[src/rtl/rect_draw_engine_if.sv]
// Request / pixel-port bundle for rect_draw_engine.
// master = requester + VGA consumer side, slave = the engine.
interface rect_draw_engine_if #(
    parameter int COLOUR_W = 3
);
    logic                req_valid;
    logic                req_ready;
    logic [7:0]          req_x0;
    logic [6:0]          req_y0;
    logic [7:0]          req_w;
    logic [6:0]          req_h;
    logic [COLOUR_W-1:0] req_colour;
    logic [7:0]          x;
    logic [6:0]          y;
    logic [COLOUR_W-1:0] colour;
    logic                plot;
    logic                done;
    logic                busy;

    modport master (
        output req_valid, req_x0, req_y0, req_w, req_h, req_colour,
        input  req_ready, x, y, colour, plot, done, busy
    );

    modport slave (
        input  req_valid, req_x0, req_y0, req_w, req_h, req_colour,
        output req_ready, x, y, colour, plot, done, busy
    );
endinterface

[src/rtl/rect_draw_engine.sv]
// Filled axis-aligned rectangle rasteriser for the 160x120 VGA adapter.
// One clipped pixel per clock, row-major, then a one-cycle done pulse.
module rect_draw_engine #(
    parameter int SCREEN_W = 160,
    parameter int SCREEN_H = 120,
    parameter int COLOUR_W = 3
) (
    input  logic               clk,
    input  logic               resetn,
    rect_draw_engine_if.slave  bus
);
    localparam logic [8:0] SW9 = 9'(SCREEN_W);
    localparam logic [7:0] SW8 = 8'(SCREEN_W);
    localparam logic [7:0] SH8 = 8'(SCREEN_H);
    localparam logic [6:0] SH7 = 7'(SCREEN_H);

    typedef enum logic [1:0] {
        IDLE,
        DRAW,
        DONE
    } state_t;

    state_t              state_q, state_n;
    logic [7:0]          x_q, x_n;
    logic [6:0]          y_q, y_n;
    logic [COLOUR_W-1:0] colour_q, colour_n;
    logic                plot_q, plot_n;
    logic                done_q, done_n;
    logic [7:0]          x0_q, x0_n;
    logic [7:0]          xl_q, xl_n;
    logic [6:0]          yl_q, yl_n;

    logic [8:0]          x_end;
    logic [7:0]          y_end;
    logic [7:0]          ew;
    logic [6:0]          eh;

    // Clip the incoming request to the visible area (wide sums avoid wrap).
    always_comb begin
        x_end = {1'b0, bus.req_x0} + {1'b0, bus.req_w};
        y_end = {1'b0, bus.req_y0} + {1'b0, bus.req_h};
        if (bus.req_x0 >= SW8)
            ew = 8'd0;
        else if (x_end > SW9)
            ew = SW8 - bus.req_x0;
        else
            ew = bus.req_w;
        if (bus.req_y0 >= SH7)
            eh = 7'd0;
        else if (y_end > SH8)
            eh = SH7 - bus.req_y0;
        else
            eh = bus.req_h;
    end

    // Next state and next registered outputs.
    always_comb begin
        state_n  = state_q;
        x_n      = x_q;
        y_n      = y_q;
        colour_n = colour_q;
        plot_n   = 1'b0;
        done_n   = 1'b0;
        x0_n     = x0_q;
        xl_n     = xl_q;
        yl_n     = yl_q;
        unique case (state_q)
            IDLE: begin
                if (bus.req_valid) begin
                    colour_n = bus.req_colour;
                    if (ew == 8'd0 || eh == 7'd0) begin
                        state_n = DONE;
                        done_n  = 1'b1;
                    end else begin
                        state_n = DRAW;
                        plot_n  = 1'b1;
                        x_n     = bus.req_x0;
                        y_n     = bus.req_y0;
                        x0_n    = bus.req_x0;
                        xl_n    = bus.req_x0 + ew - 8'd1;
                        yl_n    = bus.req_y0 + eh - 7'd1;
                    end
                end
            end
            DRAW: begin
                if (x_q == xl_q && y_q == yl_q) begin
                    state_n = DONE;
                    done_n  = 1'b1;
                end else if (x_q == xl_q) begin
                    plot_n = 1'b1;
                    x_n    = x0_q;
                    y_n    = y_q + 7'd1;
                end else begin
                    plot_n = 1'b1;
                    x_n    = x_q + 8'd1;
                end
            end
            DONE: begin
                state_n = IDLE;
            end
            default: begin
                state_n = IDLE;
            end
        endcase
    end

    // State and output registers with synchronous active-low reset.
    always_ff @(posedge clk) begin
        if (!resetn) begin
            state_q  <= IDLE;
            x_q      <= 8'd0;
            y_q      <= 7'd0;
            colour_q <= '0;
            plot_q   <= 1'b0;
            done_q   <= 1'b0;
            x0_q     <= 8'd0;
            xl_q     <= 8'd0;
            yl_q     <= 7'd0;
        end else begin
            state_q  <= state_n;
            x_q      <= x_n;
            y_q      <= y_n;
            colour_q <= colour_n;
            plot_q   <= plot_n;
            done_q   <= done_n;
            x0_q     <= x0_n;
            xl_q     <= xl_n;
            yl_q     <= yl_n;
        end
    end

    assign bus.req_ready = (state_q == IDLE);
    assign bus.busy      = (state_q != IDLE);
    assign bus.x         = x_q;
    assign bus.y         = y_q;
    assign bus.colour    = colour_q;
    assign bus.plot      = plot_q;
    assign bus.done      = done_q;
endmodule

[src/flat_wrapper.sv]
// flat-port wrapper written by rule: the top's interface ports become plain ports
module rect_draw_engine_flat 
#(
    parameter int SCREEN_W = 160,
    parameter int SCREEN_H = 120,
    parameter int COLOUR_W = 3
)
  (clk, resetn, bus_req_valid, bus_req_x0, bus_req_y0, bus_req_w, bus_req_h, bus_req_colour, bus_req_ready, bus_x, bus_y, bus_colour, bus_plot, bus_done, bus_busy);
  rect_draw_engine_if #(.COLOUR_W(COLOUR_W)) bus_i ();
  input  logic clk;
  input  logic resetn;
  input wire logic [$bits(bus_i.req_valid)-1:0] bus_req_valid;
  input wire logic [$bits(bus_i.req_x0)-1:0] bus_req_x0;
  input wire logic [$bits(bus_i.req_y0)-1:0] bus_req_y0;
  input wire logic [$bits(bus_i.req_w)-1:0] bus_req_w;
  input wire logic [$bits(bus_i.req_h)-1:0] bus_req_h;
  input wire logic [$bits(bus_i.req_colour)-1:0] bus_req_colour;
  output wire logic [$bits(bus_i.req_ready)-1:0] bus_req_ready;
  output wire logic [$bits(bus_i.x)-1:0] bus_x;
  output wire logic [$bits(bus_i.y)-1:0] bus_y;
  output wire logic [$bits(bus_i.colour)-1:0] bus_colour;
  output wire logic [$bits(bus_i.plot)-1:0] bus_plot;
  output wire logic [$bits(bus_i.done)-1:0] bus_done;
  output wire logic [$bits(bus_i.busy)-1:0] bus_busy;
  assign bus_i.req_valid = bus_req_valid;
  assign bus_i.req_x0 = bus_req_x0;
  assign bus_i.req_y0 = bus_req_y0;
  assign bus_i.req_w = bus_req_w;
  assign bus_i.req_h = bus_req_h;
  assign bus_i.req_colour = bus_req_colour;
  assign bus_req_ready = bus_i.req_ready;
  assign bus_x = bus_i.x;
  assign bus_y = bus_i.y;
  assign bus_colour = bus_i.colour;
  assign bus_plot = bus_i.plot;
  assign bus_done = bus_i.done;
  assign bus_busy = bus_i.busy;
  rect_draw_engine #(.SCREEN_W(SCREEN_W), .SCREEN_H(SCREEN_H), .COLOUR_W(COLOUR_W)) u_core (.clk(clk), .resetn(resetn), .bus(bus_i));
endmodule
[config.mk]
export PLATFORM = sky130hd
export DESIGN_NAME = rect_draw_engine_flat
export DESIGN_NICKNAME = d
export VERILOG_FILES = /design/src/rtl/rect_draw_engine_if.sv /design/src/rtl/rect_draw_engine.sv /design/src/flat_wrapper.sv
export SDC_FILE = /design/constraint.sdc
export NUM_CORES = 1
export LEC_CHECK = 0
export CORE_UTILIZATION = 40
export CTS_CLUSTER_SIZE = 25
export DETAILED_ROUTE_END_ITERATION = 10
export PLACE_DENSITY_LB_ADDON = 0.08
export SLEW_MARGIN = 20
export SYNTH_ARGS = -nofsm -noshare
export SYNTH_HDL_FRONTEND = slang
export SYNTH_SLANG_ARGS = --single-unit
[constraint.sdc]
create_clock -name clk -period 12 [get_ports clk]
set_clock_uncertainty 0.2 [all_clocks]
set_input_delay 1.2 -clock clk [delete_from_list [all_inputs] [get_ports clk]]
set_output_delay 1.2 -clock clk [all_outputs]
set_load 0.01 [all_outputs]
==> results of run 1 <==
worst max-delay path, cell delays in order:
cell,delay [ns]
clkdlybuf4s50_1,0.52
ha_1,0.26
fa_1,0.40
a21o_1,0.23
a2111oi_0,0.41
o211ai_1,0.19
a21oi_1,0.36
o21a_1,0.39
mux2_2,0.38
nand2_1,0.07
ha_1,0.13
inv_1,0.04
ha_1,0.22
fa_1,0.40
a21o_1,0.19
a21o_1,0.19
a21o_1,0.18
a21oi_1,0.16
xnor2_1,0.15
xnor2_1,0.08
a211oi_1,0.23
final timing paths:
check | startpoint | end | slack, ns
worst min register to register | u_core.bus.colour[2] | u_core.bus.colour[2] | 0.26
worst min-delay path | u_core.bus.colour[2] | u_core.bus.colour[2] | 0.26
worst max register to register | u_core.bus.x[1] | u_core.bus.y[5] | 9.01
worst max-delay path | bus_req_x0[0] | u_core.xl_q[7] | 5.61
kinds of logic (layout without fill, tap and decap cells):
logic type	Yosys count	count (layout)
and+or+nand+nor	178	178
AOI/OAI and AO/OA	149	149
buffers and inverters	70	114
adders and majority gates	47	47
xor gates and xnor gates	47	47
DFF	45	45
muxes	21	21
area by class of cell:
| cell class | instances | area (um^2) | share of cell area (%) |
|---|---|---|---|
| clock buffer | 6 | 72.6 | 1.44 |
| sequential | 45 | 901 | 17.8 |
| multi-input combinational | 442 | 3130 | 62.0 |
| inverter | 46 | 173 | 3.42 |
| clock inverter | 2 | 10.0 | 0.198 |
| timing repair buffer | 60 | 593 | 11.7 |
| tap | 136 | 170 | 3.37 |
layout by cell type (no fill, tap or decap), types with 4 or more instances in the layout:
master           instances
a211oi_1                13
a21o_1                  11
a21oi_1                 41
a221oi_1                 4
and3_1                  10
clkbuf_8                 5
clkdlybuf4s50_1         57
dfxtp_1                 45
fa_1                     4
ha_1                    43
inv_1                   46
mux2_2                  12
mux2i_1                  9
nand2_1                 74
nand3_1                 35
nor2_1                  21
nor3_1                   8
nor4_1                   6
o211ai_1                 5
o21ai_0                 37
o31ai_1                  6
o32ai_2                  4
or3_1                    6
xnor2_1                 19
xor2_1                  28
per-stage QoR:
step | util, % | instances | worst slack [ns]
after CTS | 48.5 | 737 | 5.63
after global routing | 48.5 | 737 | 5.20
final | 48.5 | 737 | 5.61
after global placement | 47.7 | 729 | 5.45
after detailed placement | 47.7 | 729 | 5.33
after floorplan | - | 557 | 6.17
power by group through the flow:
stage                     Combinational (uW)  Sequential, uW  Clock (uW)
after floorplan                          229             195           0
after global placement                   312             197           0
after detailed placement                 317             198           0
after CTS                                318             194        95.5
after global routing                     357             198         102
final                                    318             194        92.3
registers in the layout (all words and copies together) (netlist names), 2 cells and up:
signal / count
u_core.state_q: 2
u_core.x0_q: 8
u_core.bus.colour: 3
u_core.xl_q: 8
u_core.bus.y: 7
u_core.bus.x: 8
u_core.yl_q: 7
metal layers:
metal / track usage [%] / up-vias / wire length (um)
met2: 33.3 / 85 / 5210
met5: 0 / - / 0
met3: 1.90 / 12 / 325
met1: 31.5 / 1898 / 5980
li1: - / 2093 / -
met4: 5.06 / 0 / 133
==> results_dict.tcl, run 1 <==
set metrics [dict create \
    status "complete, no violations" \
    syn_nets 640 \
    die_x_um 106 \
    hold_viol 0 \
    synth_compound_area_share_pct 23.4 \
    netlist_area_um2 4340 \
    globalplace.congestion 0.911 \
    cts_resized 0 \
    drc 0 \
    crit_required_ns 12.00 \
    cts_htree_levels 2 \
    grt_pass1_wl_mm 19.6 \
    n_fill_cell 1081 \
    ant_nets 0 \
    initial_core_util_pct 41.6 \
    cts_made_buffers 5 \
    synth_edf_count 0 \
    cts.sinks 45 \
    max_slew_margin_pct 31.7 \
    core_um2 10400 \
    fin_crit_sh_pct 53.2 \
    ys.flop_type "dfxtp_1" \
    dp_hpwl_mm 8.97 \
    grt_usage_pct 21.4 \
    overflow 0 \
    ys_seq_area_share_pct 20.8 \
    worstRegToRegCells 8 \
    p_int_uw 354 \
    yosysMostFrequentCell "nand2_1" \
    dpl-instance-area_um2 4970 \
    synthesis.instances 557 \
    drv_cap 0 \
    vias 4088 \
    max_freq_mhz 157 \
    p_per_area_nw_per_um2 120 \
    holdPathStages 2 \
    p_seq_share_pct 32.1 \
    path_clk_slew_ns 0.09 \
    p_total_uw 605 \
    diodes 0 \
    hold_slack_ns 0.262 \
    p_clk_share_pct 15.3 \
    wl_per_cell_um 15.8 \
    dr.first_iter.drc_count 224 \
    netlist.area_leader.share_pct 20.8 \
    crit_type "in -> reg" \
    synth.area.mux_share_pct 5.19 \
    p_switching_uw 251 \
    drt_first_pass_iters 4 \
    die_h_um 106 \
    syn_area_per_cell_um2 7.78 \
    final.setup.tns_ns 0 \
    fin_crit_ns 6.39 \
    crit_path_start_kind "input pin" \
    postCtsHoldBufs 0 \
    drive_gt1_share_pct 5.99 \
    hold_path.class "reg -> reg" \
    synth_seq_cells 45 \
    final_cell_area_um2 5050 \
    sw_frac_of_total_pct 41.5 \
    total_leakage_power_uw 0.00222 \
    vias_per_cell 5.55 \
    area_growth_pct 16.6 \
    clock_latency_ns 0.29 \
    port_buffers 57 \
    synth_top_family_by_area "compound AO/OA/AOI/OAI gates" \
    cts_tree "yes" \
    rsz0062_at_grt "false" \
    worstPathMaxFanout 9 \
    grt_max_degree 32 \
    cts_max_path_buffers 2 \
    nets 683 \
    comb_power_share_pct 52.6 \
    cts_root_buf "clkbuf_8" \
    grt_pass1_vias 3852 \
    synthArstFlopShare_pct 0 \
    yosys.area_share.simple_pct 20.0 \
    dieArea_um2 11300 \
    postCtsSetupBuffers 0 \
    finalWirelength_mm 11.7 \
    cp.arrival_ns 6.38 \
    num_rows 37 \
    endpoint_kind "flop" \
    synth_xor_area_share_pct 9.49 \
    antenna_found_initial 0 \
    synthAdderAreaFrac_pct 14.3 \
    synth_top_area_cell "dfxtp_1" \
    drv_slew 0 \
    io_pins 58 \
    post_synth_main_area_contributors "dfxtp_1 (21%), ha_1 (12%), nand2_1 (6.4%)" \
    yosys-top-cells-count "nand2_1 (74), inv_1 (46), dfxtp_1 (45)" \
    worstMarginPinSlew_ns 1.02 \
    ys_warn_count 0 \
    setup_viol 0 \
    peakVddDrop_uv 47.7 \
    ys_types 60 \
]
Note: power is estimated with default switching activity, not from simulation.
==> run 2, diff against run 1 <==
Clock period 12 ns to 6.68 ns, I/O delays scaled along.
==> run 2 against run 1 <==
Effect of this change: sequential cell count stayed put; global-route usage hardly changed; total power is 86% higher; sequential share of layout area shrank 0.075 points; sequential power increased by 79%; routed wire length is 1.1% lower; non-clock buffer count stayed put; first-iteration DRC count shrank 20%; highest routed layer unchanged.
==> results_dict.tcl, run 2 (synthesized netlist as in run 1, its figures left out) <==
set metrics [dict create \
    final_cell_mix "nand2_1 (74), clkdlybuf4s50_1 (57), inv_1 (46)" \
    diodes 0 \
    cp_slowest_cell "clkdlybuf4s50_1" \
    globalplace.congestion 0.905 \
    max_slew_margin_pct 32.2 \
    cts_resized 0 \
    reg2reg_from "u_core.bus.x[1]" \
    initial_core_util_pct 41.6 \
    seq_area_um2 901 \
    cts_made_buffers 5 \
    dp_hpwl_mm 8.97 \
    fin_cells 736 \
    cts_max_path_buffers 2 \
    grt_pass1_vias 3884 \
    rsz0062_at_grt "false" \
    dp.cells 729 \
    finalWirelength_mm 11.5 \
    setup_viol 0 \
    port_buffers 57 \
    drv_cap 0 \
    regToRegSetupSlack_ns 3.74 \
    grt_usage_pct 21.4 \
    fin_crit_sh_pct 86.8 \
    n_fill_cell 1048 \
    drv_slew 0 \
    max_freq_mhz 172 \
    die_h_um 106 \
    peakVddDrop_uv 134 \
    hold_slack_ns 0.261 \
    hold_path.class "reg -> reg" \
    io_pins 58 \
    multi_input_area_um2 3130 \
    slowest_delay_ns 0.50 \
    cts.sinks 45 \
    vias 4111 \
    min_from "u_core.bus.colour[1]" \
    worstRegToRegCells 8 \
    dpl-instance-area_um2 4970 \
    dieArea_um2 11300 \
    worstPathMaxFanout 9 \
    area_growth_pct 17.1 \
    hold_viol 0 \
    p_per_area_nw_per_um2 221 \
    crit_path_start_kind "input pin" \
    antenna_found_initial 0 \
    cts_htree_levels 2 \
    reg2reg_to "u_core.bus.y[5]" \
    postCtsHoldBufs 0 \
    drc 0 \
    grt_max_degree 32 \
    status "complete, no violations" \
    crit_chain "clkdlybuf4s50_1 -> ha_1 -> fa_1 -> a21o_1 -> a2111oi_0 -> o211ai_1 -> a21oi_1 -> o21a_1 -> mux2_2 -> nand2_1 -> ha_1 -> inv_1 -> ha_1 -> fa_1 -> a21o_1 -> a21o_1 -> a21o_1 -> a21oi_1 -> xnor2_1 -> xnor2_1 -> a211oi_1" \
    cts_root_buf "clkbuf_8" \
    grt_pass1_wl_mm 19.5 \
    postCtsSetupBuffers 0 \
    die_x_um 106 \
    vias_per_cell 5.59 \
    cpMostUsedCell "a21o_1" \
    dr.first_iter.drc_count 180 \
    cts_tree "yes" \
    whs_endpoint "u_core.bus.colour[1]" \
    drt_first_pass_iters 4 \
    final_cell_area_um2 5070 \
    layout_commonest_cell "nand2_1" \
    endpoint_kind "flop" \
    path_clk_slew_ns 0.08 \
    nets 683 \
    wl_per_cell_um 15.7 \
    cp.arrival_ns 5.80 \
    holdPathStages 2 \
    core_um2 10400 \
    overflow 0 \
    fin_crit_ns 5.80 \
    drive_gt1_share_pct 6.00 \
    total_leakage_power_uw 0.00223 \
    final_util_pct 48.7 \
    clock_latency_ns 0.30 \
    final.setup.tns_ns 0 \
    crit_type "in -> reg" \
    ant_nets 0 \
    crit_required_ns 6.68 \
    num_rows 37 \
    worstMarginPinSlew_ns 1.01 \
]
## run 2: changes by cell type in the layout (fill, tap and decap cells not counted), sizes merged
cell	delta
bufinv	+1
clkbuf	-1
clkinv	-1
## run 2: stage by stage
step           setup WS, ns  total power [uW]
6_report              0.878              1120
5_1_grt               0.439              1220
4_1_cts               0.867              1130
3_5_place_dp          0.568               925
3_3_place_gp          0.661               917
2_1_floorplan          1.38               762
## run 2: per-layer routing
layer / vias to the layer above / wire, um / track usage (%)
met2: 75 / 5090 / 33.4
met4: 0 / 116 / 4.76
met5: - / 0 / 0
met1: 1944 / 6020 / 31.1
met3: 8 / 296 / 2.39
li1: 2084 / - / -
## run 2: critical path, delay by kind of cell
family | cells | cell delay, ns
mux | 1 | 0.37
buf+inv | 2 | 0.54
xor+xnor | 2 | 0.23
compound gates | 10 | 2.51
fa+ha+maj | 5 | 1.39
simple gates | 1 | 0.07
## run 2: worst max-delay path by stage
stage | start | endpoint | slack (ns) | cells past startpoint
global placement | bus_req_x0[0] | u_core.xl_q[7] | 0.66 | 21
CTS | bus_req_x0[0] | u_core.xl_q[7] | 0.87 | 21
floorplan | bus_req_w[0] | u_core.xl_q[7] | 1.38 | 21
detailed placement | bus_req_x0[0] | u_core.xl_q[7] | 0.57 | 21
global route | bus_req_x0[0] | u_core.xl_q[7] | 0.44 | 21
finish | bus_req_x0[0] | u_core.xl_q[7] | 0.88 | 21
## run 2: cell type report
cell class,count,share of cell area (%)
clock inverter,2,0.690
multi-input combinational,442,61.8
timing repair buffer,60,11.7
tap,136,3.35
sequential,45,17.8
clock buffer,5,1.36
inverter,46,3.40
## run 2: power breakdown
group	leakage, uW	internal [uW]	switching (uW)
Combinational	0.00181	257	313
Clock	0.0000540	109	94.5
Sequential	0.000368	305	43.2
Total	0.00223	672	451
==> run 3, diff against run 2 <==
Settings changed: GPL_ROUTABILITY_DRIVEN set to 0, PLACE_DENSITY_LB_ADDON 0.08 to unset.
==> run 3 against run 2 <==
Effect of this change: critical path depth unchanged; fmax fell by 0.26%; via count rose by 0.75%; worst setup slack worse by 0.015 ns; routed wire length is 2.2% higher; global-route usage down 0.62 points; clock power down 15%; register-to-register slack improved by 0.12 ns; utilization down 0.23 points; largest power group unchanged.
==> results_dict.tcl, run 3 (synthesized netlist as in run 1, its figures left out) <==
set metrics [dict create \
    io_pins 58 \
    cts_root_buf "clkbuf_8" \
    reg2reg_from "u_core.bus.x[5]" \
    dp_hpwl_mm 9.02 \
    status "complete, no violations" \
    ant_nets 0 \
    wl_per_cell_um 16.0 \
    dieArea_um2 11300 \
    startpoint "bus_req_x0[0]" \
    cts_max_path_buffers 2 \
    fin_crit_sh_pct 87.1 \
    cp_slowest_cell "clkdlybuf4s50_1" \
    crit_required_ns 6.69 \
    grt_max_degree 32 \
    worstPathMaxFanout 9 \
    dp.cells 728 \
    die_h_um 106 \
    drc 0 \
    regToRegSetupSlack_ns 3.86 \
    final_cell_area_um2 5050 \
    grt_pass1_wl_mm 19.0 \
    port_buffers 57 \
    core_um2 10400 \
    setup_viol 0 \
    finalWirelength_mm 11.8 \
    drive_gt1_share_pct 5.83 \
    cp.arrival_ns 5.82 \
    postCtsHoldBufs 0 \
    seq_area_um2 901 \
    p_per_area_nw_per_um2 218 \
    grt_pass1_vias 3838 \
    reg2reg_to "u_core.bus.y[5]" \
    place_ws_ns 0.587 \
    path_clk_slew_ns 0.08 \
    crit_type "in -> reg" \
    final_cell_mix "nand2_1 (74), clkdlybuf4s50_1 (57), inv_1 (46)" \
    hold_viol 0 \
    peakVddDrop_uv 97.4 \
    total_leakage_power_uw 0.00221 \
    worstRegToRegCells 8 \
    max_slew_margin_pct 31.4 \
    cts_htree_levels 2 \
    nets 682 \
    vias_per_cell 5.63 \
    rsz0062_at_grt "false" \
    cts_made_buffers 5 \
    vias 4142 \
    die_x_um 106 \
    overflow 0 \
    area_growth_pct 16.5 \
    endpoint_kind "flop" \
    multi_input_area_um2 3130 \
    drv_slew 0 \
    fin_ws_ns 0.864 \
    n_fill_cell 1018 \
    slowest_delay_ns 0.50 \
    cpMostUsedCell "a21o_1" \
    cts.sinks 45 \
    cts_tree "yes" \
    final.setup.tns_ns 0 \
    drv_cap 0 \
    postCtsSetupBuffers 0 \
    max_freq_mhz 172 \
    worstMarginPinSlew_ns 1.03 \
    fin_crit_ns 5.82 \
    layout_commonest_cell "nand2_1" \
    diodes 0 \
    crit_path_end "u_core.xl_q[7]" \
    dr.first_iter.drc_count 206 \
    dpl-instance-area_um2 4960 \
    antenna_found_initial 0 \
    num_rows 37 \
    cts_resized 0 \
    grt_usage_pct 20.7 \
    clock_latency_ns 0.30 \
    hold_path.class "reg -> reg" \
    crit_chain "clkdlybuf4s50_1 -> ha_1 -> fa_1 -> a21o_1 -> a2111oi_0 -> o211ai_1 -> a21oi_1 -> o21a_1 -> mux2_2 -> nand2_1 -> ha_1 -> inv_1 -> ha_1 -> fa_1 -> a21o_1 -> a21o_1 -> a21o_1 -> a21oi_1 -> xnor2_1 -> xnor2_1 -> a211oi_1" \
    fin_cells 736 \
    drt_first_pass_iters 5 \
    initial_core_util_pct 41.6 \
    crit_path_start_kind "input pin" \
]
==> run 3: worst min path at each step <==
stage	cells past startpoint	end	start	slack (ns)
floorplan	2	u_core.x0_q[2]	u_core.x0_q[2]	0.25
global placement	2	u_core.bus.colour[1]	u_core.bus.colour[1]	0.24
detailed placement	2	u_core.bus.colour[2]	u_core.bus.colour[2]	0.25
CTS	2	u_core.bus.colour[2]	u_core.bus.colour[2]	0.26
global route	2	u_core.bus.colour[1]	u_core.bus.colour[1]	0.29
finish	2	u_core.bus.colour[2]	u_core.bus.colour[2]	0.26
==> run 3: stage by stage <==
step	utilization (%)	hold WS [ns]	power, uW
after global routing	48.5	0.289	1180
after floorplan	-	0.251	762
after detailed placement	47.7	0.251	929
after CTS	48.5	0.263	1100
after global placement	47.7	0.245	918
final	48.5	0.259	1100
==> run 3: power by group <==
part	switching (uW)	internal (uW)	total (uW)	leakage, uW
clock	98.1	73.9	172	0.0000374
sequential	46.4	305	352	0.000368
combinational	318	258	576	0.00180
==> run 3: cell type report <==
cell class | count | area share, %
clock buffers | 6 | 1.44
multi-input cells | 442 | 62.1
well taps | 136 | 3.37
clock inverters | 2 | 0.297
flip-flops and latches | 45 | 17.8
repair buffers | 59 | 11.6
inverters | 46 | 3.42
==> run 3: routing by layer <==
metal	share of wire, %	track usage (%)	vias to the layer above
met2	44	32.3	107
met4	1.3	5.16	0
li1	-	-	2079
met3	4.1	2.39	17
met1	51	30.2	1939
met5	0	0	-
==> run 3: worst max-delay path: cells and delay by family <==
family | cells | cell delay (ns)
compound gates | 10 | 2.52
mux | 1 | 0.37
fa+ha+maj | 5 | 1.42
simple gates | 1 | 0.07
xor+xnor | 2 | 0.23
buf+inv | 2 | 0.54
